[src/rtl/mvau_wmem_sched_pkg.sv]
// Shared types and helpers for the MVAU weight-memory scheduler.
package mvau_sched_pkg;

    typedef enum logic [1:0] {
        IDLE  = 2'd0,
        ISSUE = 2'd1,
        DRAIN = 2'd2
    } sched_state_e;

    // Index width that never collapses to zero bits for a single-entry range.
    function automatic int clog2_min1(input int n);
        return (n <= 2) ? 1 : $clog2(n);
    endfunction

endpackage

[src/rtl/mvau_wmem_sched_if.sv]
// Scheduler-side bundle: vector handshake, weight-memory address and beat metadata.
interface mvau_wmem_sched_if #(
    parameter int SF = 4,
    parameter int NF = 2
) ();
    import mvau_sched_pkg::*;

    localparam int WMEM_ADDR_BW = clog2_min1(SF * NF);
    localparam int SF_BW        = clog2_min1(SF);
    localparam int NF_BW        = clog2_min1(NF);

    logic                    vec_valid;
    logic                    vec_ready;
    logic [WMEM_ADDR_BW-1:0] wmem_addr;
    logic [SF_BW-1:0]        ibuf_addr;
    logic                    w_valid;
    logic                    w_ready;
    logic                    w_first;
    logic                    w_last;
    logic [NF_BW-1:0]        w_nf;
    logic                    busy;
    logic                    done;

    modport master (
        input  vec_valid, w_ready,
        output vec_ready, wmem_addr, ibuf_addr, w_valid, w_first, w_last, w_nf, busy, done
    );

    modport slave (
        output vec_valid, w_ready,
        input  vec_ready, wmem_addr, ibuf_addr, w_valid, w_first, w_last, w_nf, busy, done
    );

endinterface

[src/rtl/mvau_wmem_sched_fold_cnt.sv]
// Modulo-MAX fold counter; o_wrap flags the terminal count MAX-1.
module mvau_fold_cnt
    import mvau_sched_pkg::*;
#(
    parameter int MAX = 4,
    parameter int W   = clog2_min1(MAX)
) (
    input  logic         i_clk,
    input  logic         i_rst,
    input  logic         i_clr,
    input  logic         i_en,
    output logic [W-1:0] o_cnt,
    output logic         o_wrap
);

    logic [W-1:0] r_cnt;

    assign o_wrap = (r_cnt == W'(MAX - 1));
    assign o_cnt  = r_cnt;

    // Count enabled steps, folding back to zero after the terminal value.
    always_ff @(posedge i_clk) begin
        if (i_rst || i_clr) begin
            r_cnt <= '0;
        end else if (i_en) begin
            r_cnt <= o_wrap ? '0 : r_cnt + 1'b1;
        end
    end

endmodule

[src/rtl/mvau_wmem_sched.sv]
// Sequences one weight memory through SF*NF reads per vector, neuron-fold major.
// The memory has a registered read with no enable, so the address is steered
// back to the presented beat whenever the consumer stalls.
module mvau_wmem_sched #(
    parameter int SF         = 4,
    parameter int NF         = 2,
    parameter int WMEM_DEPTH = SF * NF
) (
    input  logic              aclk,
    input  logic              rst,
    mvau_wmem_sched_if.master bus
);
    import mvau_sched_pkg::*;

    localparam int WMEM_ADDR_BW = clog2_min1(WMEM_DEPTH);
    localparam int SF_BW        = clog2_min1(SF);
    localparam int NF_BW        = clog2_min1(NF);
    localparam logic [WMEM_ADDR_BW-1:0] LAST_ADDR = WMEM_ADDR_BW'(WMEM_DEPTH - 1);

    sched_state_e            r_state;
    sched_state_e            w_state_nxt;
    logic                    w_adv;
    logic                    w_issue;
    logic                    w_accept;
    logic                    w_vec_ready;
    logic                    w_busy;
    logic                    w_drain_ack;
    logic                    w_sf_wrap;
    logic                    w_nf_wrap;
    logic [SF_BW-1:0]        w_sf_cnt;
    logic [NF_BW-1:0]        w_nf_cnt;
    logic [WMEM_ADDR_BW-1:0] r_nxt_addr;
    logic [WMEM_ADDR_BW-1:0] r_pres_addr;

    logic                    r_w_valid_p1;
    logic                    r_w_first_p1;
    logic                    r_w_last_p1;
    logic [SF_BW-1:0]        r_ibuf_addr_p1;
    logic [NF_BW-1:0]        r_w_nf_p1;
    logic                    r_done_p1;

    assign w_adv = !r_w_valid_p1 || bus.w_ready;

    mvau_fold_cnt #(.MAX(SF), .W(SF_BW)) u_sf_cnt (
        .i_clk  (aclk),
        .i_rst  (rst),
        .i_clr  (w_accept),
        .i_en   (w_issue),
        .o_cnt  (w_sf_cnt),
        .o_wrap (w_sf_wrap)
    );

    mvau_fold_cnt #(.MAX(NF), .W(NF_BW)) u_nf_cnt (
        .i_clk  (aclk),
        .i_rst  (rst),
        .i_clr  (w_accept),
        .i_en   (w_issue && w_sf_wrap),
        .o_cnt  (w_nf_cnt),
        .o_wrap (w_nf_wrap)
    );

    // State register.
    always_ff @(posedge aclk) begin
        if (rst) begin
            r_state <= IDLE;
        end else begin
            r_state <= w_state_nxt;
        end
    end

    // Next state plus the decoded accept/issue/drain strobes.
    always_comb begin
        w_state_nxt = r_state;
        w_vec_ready = 1'b0;
        w_busy      = 1'b1;
        w_accept    = 1'b0;
        w_issue     = 1'b0;
        w_drain_ack = 1'b0;
        case (r_state)
            IDLE: begin
                w_vec_ready = 1'b1;
                w_busy      = 1'b0;
                if (bus.vec_valid) begin
                    w_accept    = 1'b1;
                    w_state_nxt = ISSUE;
                end
            end
            ISSUE: begin
                if (w_adv) begin
                    w_issue = 1'b1;
                    if (r_nxt_addr == LAST_ADDR) begin
                        w_state_nxt = DRAIN;
                    end
                end
            end
            DRAIN: begin
                if (bus.w_ready) begin
                    w_drain_ack = 1'b1;
                    w_state_nxt = IDLE;
                end
            end
            default: begin
                w_state_nxt = IDLE;
            end
        endcase
    end

    // Address bookkeeping and the beat metadata that travels with the memory read.
    always_ff @(posedge aclk) begin
        if (rst) begin
            r_nxt_addr     <= '0;
            r_pres_addr    <= '0;
            r_w_valid_p1   <= 1'b0;
            r_w_first_p1   <= 1'b0;
            r_w_last_p1    <= 1'b0;
            r_ibuf_addr_p1 <= '0;
            r_w_nf_p1      <= '0;
            r_done_p1      <= 1'b0;
        end else begin
            r_done_p1 <= w_drain_ack;
            if (w_accept) begin
                r_nxt_addr <= '0;
            end else if (w_issue) begin
                r_w_valid_p1   <= 1'b1;
                r_pres_addr    <= r_nxt_addr;
                r_ibuf_addr_p1 <= w_sf_cnt;
                r_w_nf_p1      <= w_nf_cnt;
                r_w_first_p1   <= (w_sf_cnt == '0);
                r_w_last_p1    <= w_sf_wrap;
                r_nxt_addr     <= (w_sf_wrap && w_nf_wrap) ? '0 : r_nxt_addr + 1'b1;
            end else if (w_drain_ack) begin
                r_w_valid_p1 <= 1'b0;
            end
        end
    end

    assign bus.wmem_addr = w_issue ? r_nxt_addr : r_pres_addr;
    assign bus.vec_ready = w_vec_ready;
    assign bus.busy      = w_busy;
    assign bus.w_valid   = r_w_valid_p1;
    assign bus.w_first   = r_w_first_p1;
    assign bus.w_last    = r_w_last_p1;
    assign bus.ibuf_addr = r_ibuf_addr_p1;
    assign bus.w_nf      = r_w_nf_p1;
    assign bus.done      = r_done_p1;

endmodule

[src/flat_wrapper.sv]
// flat-port wrapper written by rule: the top's interface ports become plain ports
module mvau_wmem_sched_flat import mvau_sched_pkg::*;
#(
    parameter int SF         = 4,
    parameter int NF         = 2,
    parameter int WMEM_DEPTH = SF * NF
)
  (aclk, rst, bus_vec_valid, bus_w_ready, bus_vec_ready, bus_wmem_addr, bus_ibuf_addr, bus_w_valid, bus_w_first, bus_w_last, bus_w_nf, bus_busy, bus_done);
  mvau_wmem_sched_if #(.SF(SF), .NF(NF)) bus_i ();
  input  logic aclk;
  input  logic rst;
  input wire logic [$bits(bus_i.vec_valid)-1:0] bus_vec_valid;
  input wire logic [$bits(bus_i.w_ready)-1:0] bus_w_ready;
  output wire logic [$bits(bus_i.vec_ready)-1:0] bus_vec_ready;
  output wire logic [$bits(bus_i.wmem_addr)-1:0] bus_wmem_addr;
  output wire logic [$bits(bus_i.ibuf_addr)-1:0] bus_ibuf_addr;
  output wire logic [$bits(bus_i.w_valid)-1:0] bus_w_valid;
  output wire logic [$bits(bus_i.w_first)-1:0] bus_w_first;
  output wire logic [$bits(bus_i.w_last)-1:0] bus_w_last;
  output wire logic [$bits(bus_i.w_nf)-1:0] bus_w_nf;
  output wire logic [$bits(bus_i.busy)-1:0] bus_busy;
  output wire logic [$bits(bus_i.done)-1:0] bus_done;
  assign bus_i.vec_valid = bus_vec_valid;
  assign bus_i.w_ready = bus_w_ready;
  assign bus_vec_ready = bus_i.vec_ready;
  assign bus_wmem_addr = bus_i.wmem_addr;
  assign bus_ibuf_addr = bus_i.ibuf_addr;
  assign bus_w_valid = bus_i.w_valid;
  assign bus_w_first = bus_i.w_first;
  assign bus_w_last = bus_i.w_last;
  assign bus_w_nf = bus_i.w_nf;
  assign bus_busy = bus_i.busy;
  assign bus_done = bus_i.done;
  mvau_wmem_sched #(.SF(SF), .NF(NF), .WMEM_DEPTH(WMEM_DEPTH)) u_core (.aclk(aclk), .rst(rst), .bus(bus_i));
endmodule
[config.mk]
export PLATFORM = sky130hd
export DESIGN_NAME = mvau_wmem_sched_flat
export DESIGN_NICKNAME = d
export VERILOG_FILES = /design/src/rtl/mvau_wmem_sched_pkg.sv /design/src/rtl/mvau_wmem_sched_if.sv /design/src/rtl/mvau_wmem_sched_fold_cnt.sv /design/src/rtl/mvau_wmem_sched.sv /design/src/flat_wrapper.sv
export SDC_FILE = /design/constraint.sdc
export NUM_CORES = 1
export LEC_CHECK = 0
export BUFFER_PORTS_ARGS = -buffer_cell sky130_fd_sc_hd__buf_2
export CORE_UTILIZATION = 55
export CTS_BUF_LIST = sky130_fd_sc_hd__clkbuf_8
export CTS_CLUSTER_SIZE = 25
export DETAILED_ROUTE_END_ITERATION = 8
export HOLD_SLACK_MARGIN = 0.03
export PLACE_DENSITY = 0.87
export REMOVE_ABC_BUFFERS = 1
export SLEW_MARGIN = 20
export SYNTH_ARGS = -nofsm -noshare
export SYNTH_HDL_FRONTEND = slang
export SYNTH_SLANG_ARGS = --single-unit
[constraint.sdc]
create_clock -name aclk -period 1.4 [get_ports aclk]
set_input_delay 0.14 -clock aclk [delete_from_list [all_inputs] [get_ports aclk]]
set_output_delay 0.14 -clock aclk [all_outputs]
set_load 0.05 [all_outputs]
=== Yosys cells after proc, flatten, opt, wreduce, memory -nomap -nowiden ===
Index checks and enable logic that the tools add are counted.

* Input bits: 4
* Register bits: 18
* Output and inout port bits: 12

* Reductions and logical operators: 12
* Equality and inequality tests: 8
* Add/sub/neg operators: 3
* Muxes and demuxes: 19
* Bitwise gates (word level): 1

{| class="wikitable"
|+ Operators with widths
! operator !! number
|-
| 1-bit 2-to-1 mux || 11
|-
| 2-bit 2-to-1 mux || 5
|-
| 3-bit 2-to-1 mux || 2
|-
| 2-bit case mux with 3 select lines || 1
|-
| 2-bit == test (second input constant) || 2
|-
| 2-bit logical NOT || 2
|-
| 2-bit by 1-bit inequality test with 1-bit output (second input constant) || 2
|-
| 2-bit inequality test (second input constant) || 2
|-
| 2-bit AND reduction || 2
|-
| 4-bit AND reduction || 1
|-
| 3-bit by 1-bit adder with 3-bit output (second input constant) || 1
|-
| 3-bit == test (second input constant) || 1
|-
| 2-bit by 1-bit adder with 2-bit output (second input constant) || 1
|-
| 2-bit by 1-bit == test with 1-bit output (second input constant) || 1
|-
| 1-bit logical AND || 2
|-
| 1-bit logical OR || 2
|-
| 2-bit nonzero test || 1
|-
| 2-bit OR reduction || 1
|-
| 1-bit adder (second input constant) || 1
|-
| 1-bit logical NOT || 1
|-
| 1-bit NOT || 1
|}

=== Depth between registers and ports, before layout ===
* Word-level depth: 6
* Mapped depth: 4
* Depth with buffers taken out: 4

=== Modules after synthesis ===
From an unflattened synthesis, not the netlist that was laid out.

* Cell total of the unflattened synthesis: 94
* Area, all modules: 820.8 um2

{| class="wikitable"
|+ By module, submodules not included
! module !! area an instance (um2) !! seq. area each (um2) !! cells each !! times used
|-
| mvau_wmem_sched || 679.4 || 300.3 || 82 || 1
|-
| mvau_fold_cnt (u_core.u_sf_cnt) || 95.1 || 40.0 || 8 || 1
|-
| mvau_fold_cnt (u_core.u_nf_cnt) || 46.3 || 20.0 || 4 || 1
|}

=== Worst setup path after synthesis ===
OpenSTA, ideal clock, no wires.

* Path kind: reg-to-output
* Start point: reg u_core.r_state[0]
* End point: out bus_busy
* Stages on the path, launching flop included: 3
* Buffers on the path: 0
* Path slack: -291 ps
* Arrival time: 1551 ps
* Cells stage by stage: dfxtp_1 nor2_1 inv_1

* Cells in the longest elaborated chain, start to end: 2

{| class="wikitable"
|+ RTL lines
! what !! RTL line !! text
|-
| start, declared || mvau_wmem_sched.sv:20 || <nowiki>sched_state_e r_state;</nowiki>
|-
| start signal, assigned || mvau_wmem_sched.sv:67 || <nowiki>r_state <= w_state_nxt;</nowiki>
|-
| 2-bit logical NOT || mvau_wmem_sched.sv:79 || <nowiki>case (r_state)</nowiki>
|-
| 1-bit 2-to-1 mux || mvau_wmem_sched.sv:79 ||
|-
| end, declared || flat_wrapper.sv:21 || <nowiki>output wire logic [$bits(bus_i.busy)-1:0] bus_busy;</nowiki>
|}

Every way passes these cells.

=== Worst setup path in the final report ===
* Start point: reg u_core.r_state[1]
* End point: out bus_wmem_addr[0]

* Cells in the longest elaborated chain, start to end: 3

{| class="wikitable"
|+ RTL lines
! what !! RTL line !! text
|-
| 2-bit by 1-bit == test with 1-bit output || mvau_wmem_sched.sv:79 ||
|-
| 1-bit 2-to-1 mux || mvau_wmem_sched.sv:79 ||
|-
| 3-bit 2-to-1 mux || -- ||
|-
| end, declared || flat_wrapper.sv:15 || <nowiki>output wire logic [$bits(bus_i.wmem_addr)-1:0] bus_wmem_addr;</nowiki>
|}

Every way passes these cells.

==> flow_summary.ini <==
[finish]
final_common_cell = a21oi_1
instances_no_fill = 131
area_growth_pct = 34.7
antenna_cells = 0
fill_cells = 74
drive_gt1_frac = 0.397
layout_common_cells = a21oi_1, dfxtp_1, buf_2, buf_4
layout.nets = 125
fin_area_um2 = 1060

[synthesis]
syn_area_per_cell_um2 = 8.41
yosysWarningCount = 0
ys_ff_latch = 18
ys_seq_area_frac = 0.456
synth.distinct_cells = 28
synth_area_um2 = 791
netlist_instances = 94

[clock_network]
tritoncts = yes
htreeDepth = 1
clock_latency_ns = 0.25
clockBufferDepth = 2
cts-root-buf = clkbuf_8
cts_sinks = 18
ctsHoldBuffers = 0
numCtsBuffers = 3
path_clk_slew_ns = 0.07

[route]
post_drt_wl_per_cell_um = 14.6
remaining_drc_errors = 0
drt_pass1_iterations = 5
routed_via_density = 5.88
vias = 770
wirelength_um = 1920
first_iter_violations = 25
ant_nets = 0

[global_route]
grt_pass1_vias = 621
track_usage = 0.253
grt_pass1_wl_um = 2650
grt_max_degree = 14
antenna_found_initial = 0
overflow = 0

[setup_path]
rr_endpoint = u_core.u_nf_cnt.o_cnt
critPathKind = flip-flop to output port
cp_slowest_cell = dfxtp_4
r2r_cells = 4
cp-start-kind = flip-flop
path_cells = and2b_2 > nand3_2 > nand2_2 > buf_8
r2r_slack_ns = 0.02
crit_arrival_ns = 1.26
required_ns = 1.26
crit_path_end_kind = output port
r2r_start = u_core.u_sf_cnt.o_cnt[0]
slowest_delay_ns = 0.36
path_max_fanout = 7

[timing]
skew_ns = 0.00333
finalSetupTns_ns = 0
fmax_mhz = 715
rsz0062_at_grt = true
min_period_over_period = 0.999
slew_headroom = 0.829
setup_viol = 0
hold_viol_final = 0
slew_violations = 0
worst_slew_pin_slew_ns = 0.256
finalCriticalPeriod_ns = 1.40

[floorplanning]
die_h_um = 39.9
fp.dieArea_um2 = 1590
core_region_area_um2 = 1320
rows = 13
fp.dieW_um = 39.9
start_util = 0.600
ios = 16

[placed_design]
gp_congestion = 0.798
placedCellCount = 125
placed_area_um2 = 903
hpwlAfterDp_um = 1130
portBuffers = 15

[job]
drv_cap = 0

[pwr]
leakage_nw = 0.441
vdd_drop_max_mv = 0.561
p_per_area_nw_per_um2 = 1060

[worst_hold_path]
hold_path_class = input pin to flip-flop
whs_endpoint = u_core.r_state[0]
hold_depth = 3
hp-start = bus_vec_valid

[status]
outcome = complete, no violations
## worst max path at each step
stage                             start                    end  slack (ns)
2_1_floorplan        u_core.bus.w_valid       bus_wmem_addr[0]       -0.37
3_5_place_dp   u_core.u_sf_cnt.o_cnt[0]  u_core.u_nf_cnt.o_cnt        0.07
3_3_place_gp         u_core.bus.w_valid       bus_wmem_addr[1]        0.11
6_report              u_core.r_state[1]       bus_wmem_addr[0]      0.0008
4_1_cts        u_core.u_sf_cnt.o_cnt[0]  u_core.u_nf_cnt.o_cnt       0.006
5_1_grt               u_core.r_state[1]       bus_wmem_addr[0]       -0.05
## power breakdown
| part | total [mW] | switching [mW] | internal, mW | leakage (nW) |
|---|---|---|---|---|
| registers | 0.539 | 0.0137 | 0.525 | 0.148 |
| clock network | 0.423 | 0.173 | 0.250 | 0.0288 |
| logic | 0.166 | 0.111 | 0.0554 | 0.264 |
## kinds of logic after synthesis
family                     share of synthesized area
adders and majority gates                     0.0633
buffers and inverters                         0.0522
and+or+nand+nor                                0.225
DFF                                            0.456
AOI/OAI and AO/OA                              0.204
## flip-flops by register name (all words and copies together), names as in the netlist
signal	flops
u_core.bus.done	1
u_core.bus.ibuf_addr	2
u_core.bus.w_first	1
u_core.bus.w_last	1
u_core.bus.w_nf	1
u_core.bus.w_valid	1
u_core.r_nxt_addr	3
u_core.r_pres_addr	3
u_core.r_state	2
u_core.u_nf_cnt.o_cnt	1
u_core.u_sf_cnt.o_cnt	2
## per-stage QoR
stage	power, mW	utilization	setup WS (ns)	hold WS (ns)
floorplan	0.637	-	-0.371	0.209
global placement	0.686	0.686	0.105	0.432
detailed placement	0.688	0.686	0.0684	0.433
CTS	1.12	0.760	0.00646	0.152
global route	1.16	0.808	-0.0508	0.195
finish	1.13	0.808	0.000781	0.159
## area by class of cell
type | count | area, um^2 | share of cell area
Timing Repair Buffer | 23 | 168 | 0.157
Clock buffer | 4 | 55.1 | 0.0517
Inverter | 4 | 15.0 | 0.0141
Sequential cell | 18 | 369 | 0.347
Multi-Input combinational cell | 67 | 439 | 0.412
Tap cell | 15 | 18.8 | 0.0176
## routing by layer
metal / global-route usage / vias up / part of all wire
met4: 0.103 / 0 / 0.013
met1: 0.316 / 353 / 0.45
li1: - / 383 / -
met3: 0.0511 / 4 / 0.053
met5: 0 / - / 0
met2: 0.415 / 30 / 0.48
## critical path: cells and delay by family, from the launching register on
family | cells | cell delay [ns]
buffers and inverters | 1 | 0.14
DFF | 1 | 0.36
and+or+nand+nor | 3 | 0.50
## synthesized netlist by cell type, drive strengths merged
| library cell | count | area share |
|---|---|---|
| dfxtp | 18 | 0.46 |
| a21oi | 15 | 0.095 |
| o21ai | 13 | 0.082 |
| nand3 | 9 | 0.057 |
| nand2 | 5 | 0.024 |
| ha | 4 | 0.063 |
| inv | 4 | 0.019 |
| clkbuf | 3 | 0.017 |
| nand4 | 3 | 0.024 |
| nor2 | 3 | 0.014 |
| buf | 2 | 0.016 |
| nand2b | 2 | 0.019 |
| nor2b | 2 | 0.019 |
| nor3 | 2 | 0.013 |
| a21o | 1 | 0.0095 |
| a31oi | 1 | 0.0079 |
| and2b | 1 | 0.0095 |
| and3 | 1 | 0.0079 |
| nand4b | 1 | 0.011 |
| nor3b | 1 | 0.0095 |
| nor4 | 1 | 0.0079 |
| o31ai | 1 | 0.0095 |
| or4 | 1 | 0.0095 |
## what timing repair did
item / 4_1_cts / 5_1_grt
pin swaps: 0 / 4
buffers inserted: 2 / 0
hold endpoints to repair: 0 / 0
gates resized for setup: 14 / 20
setup endpoints to repair: 4 / 6
Note: power is estimated with default switching activity, not from simulation.
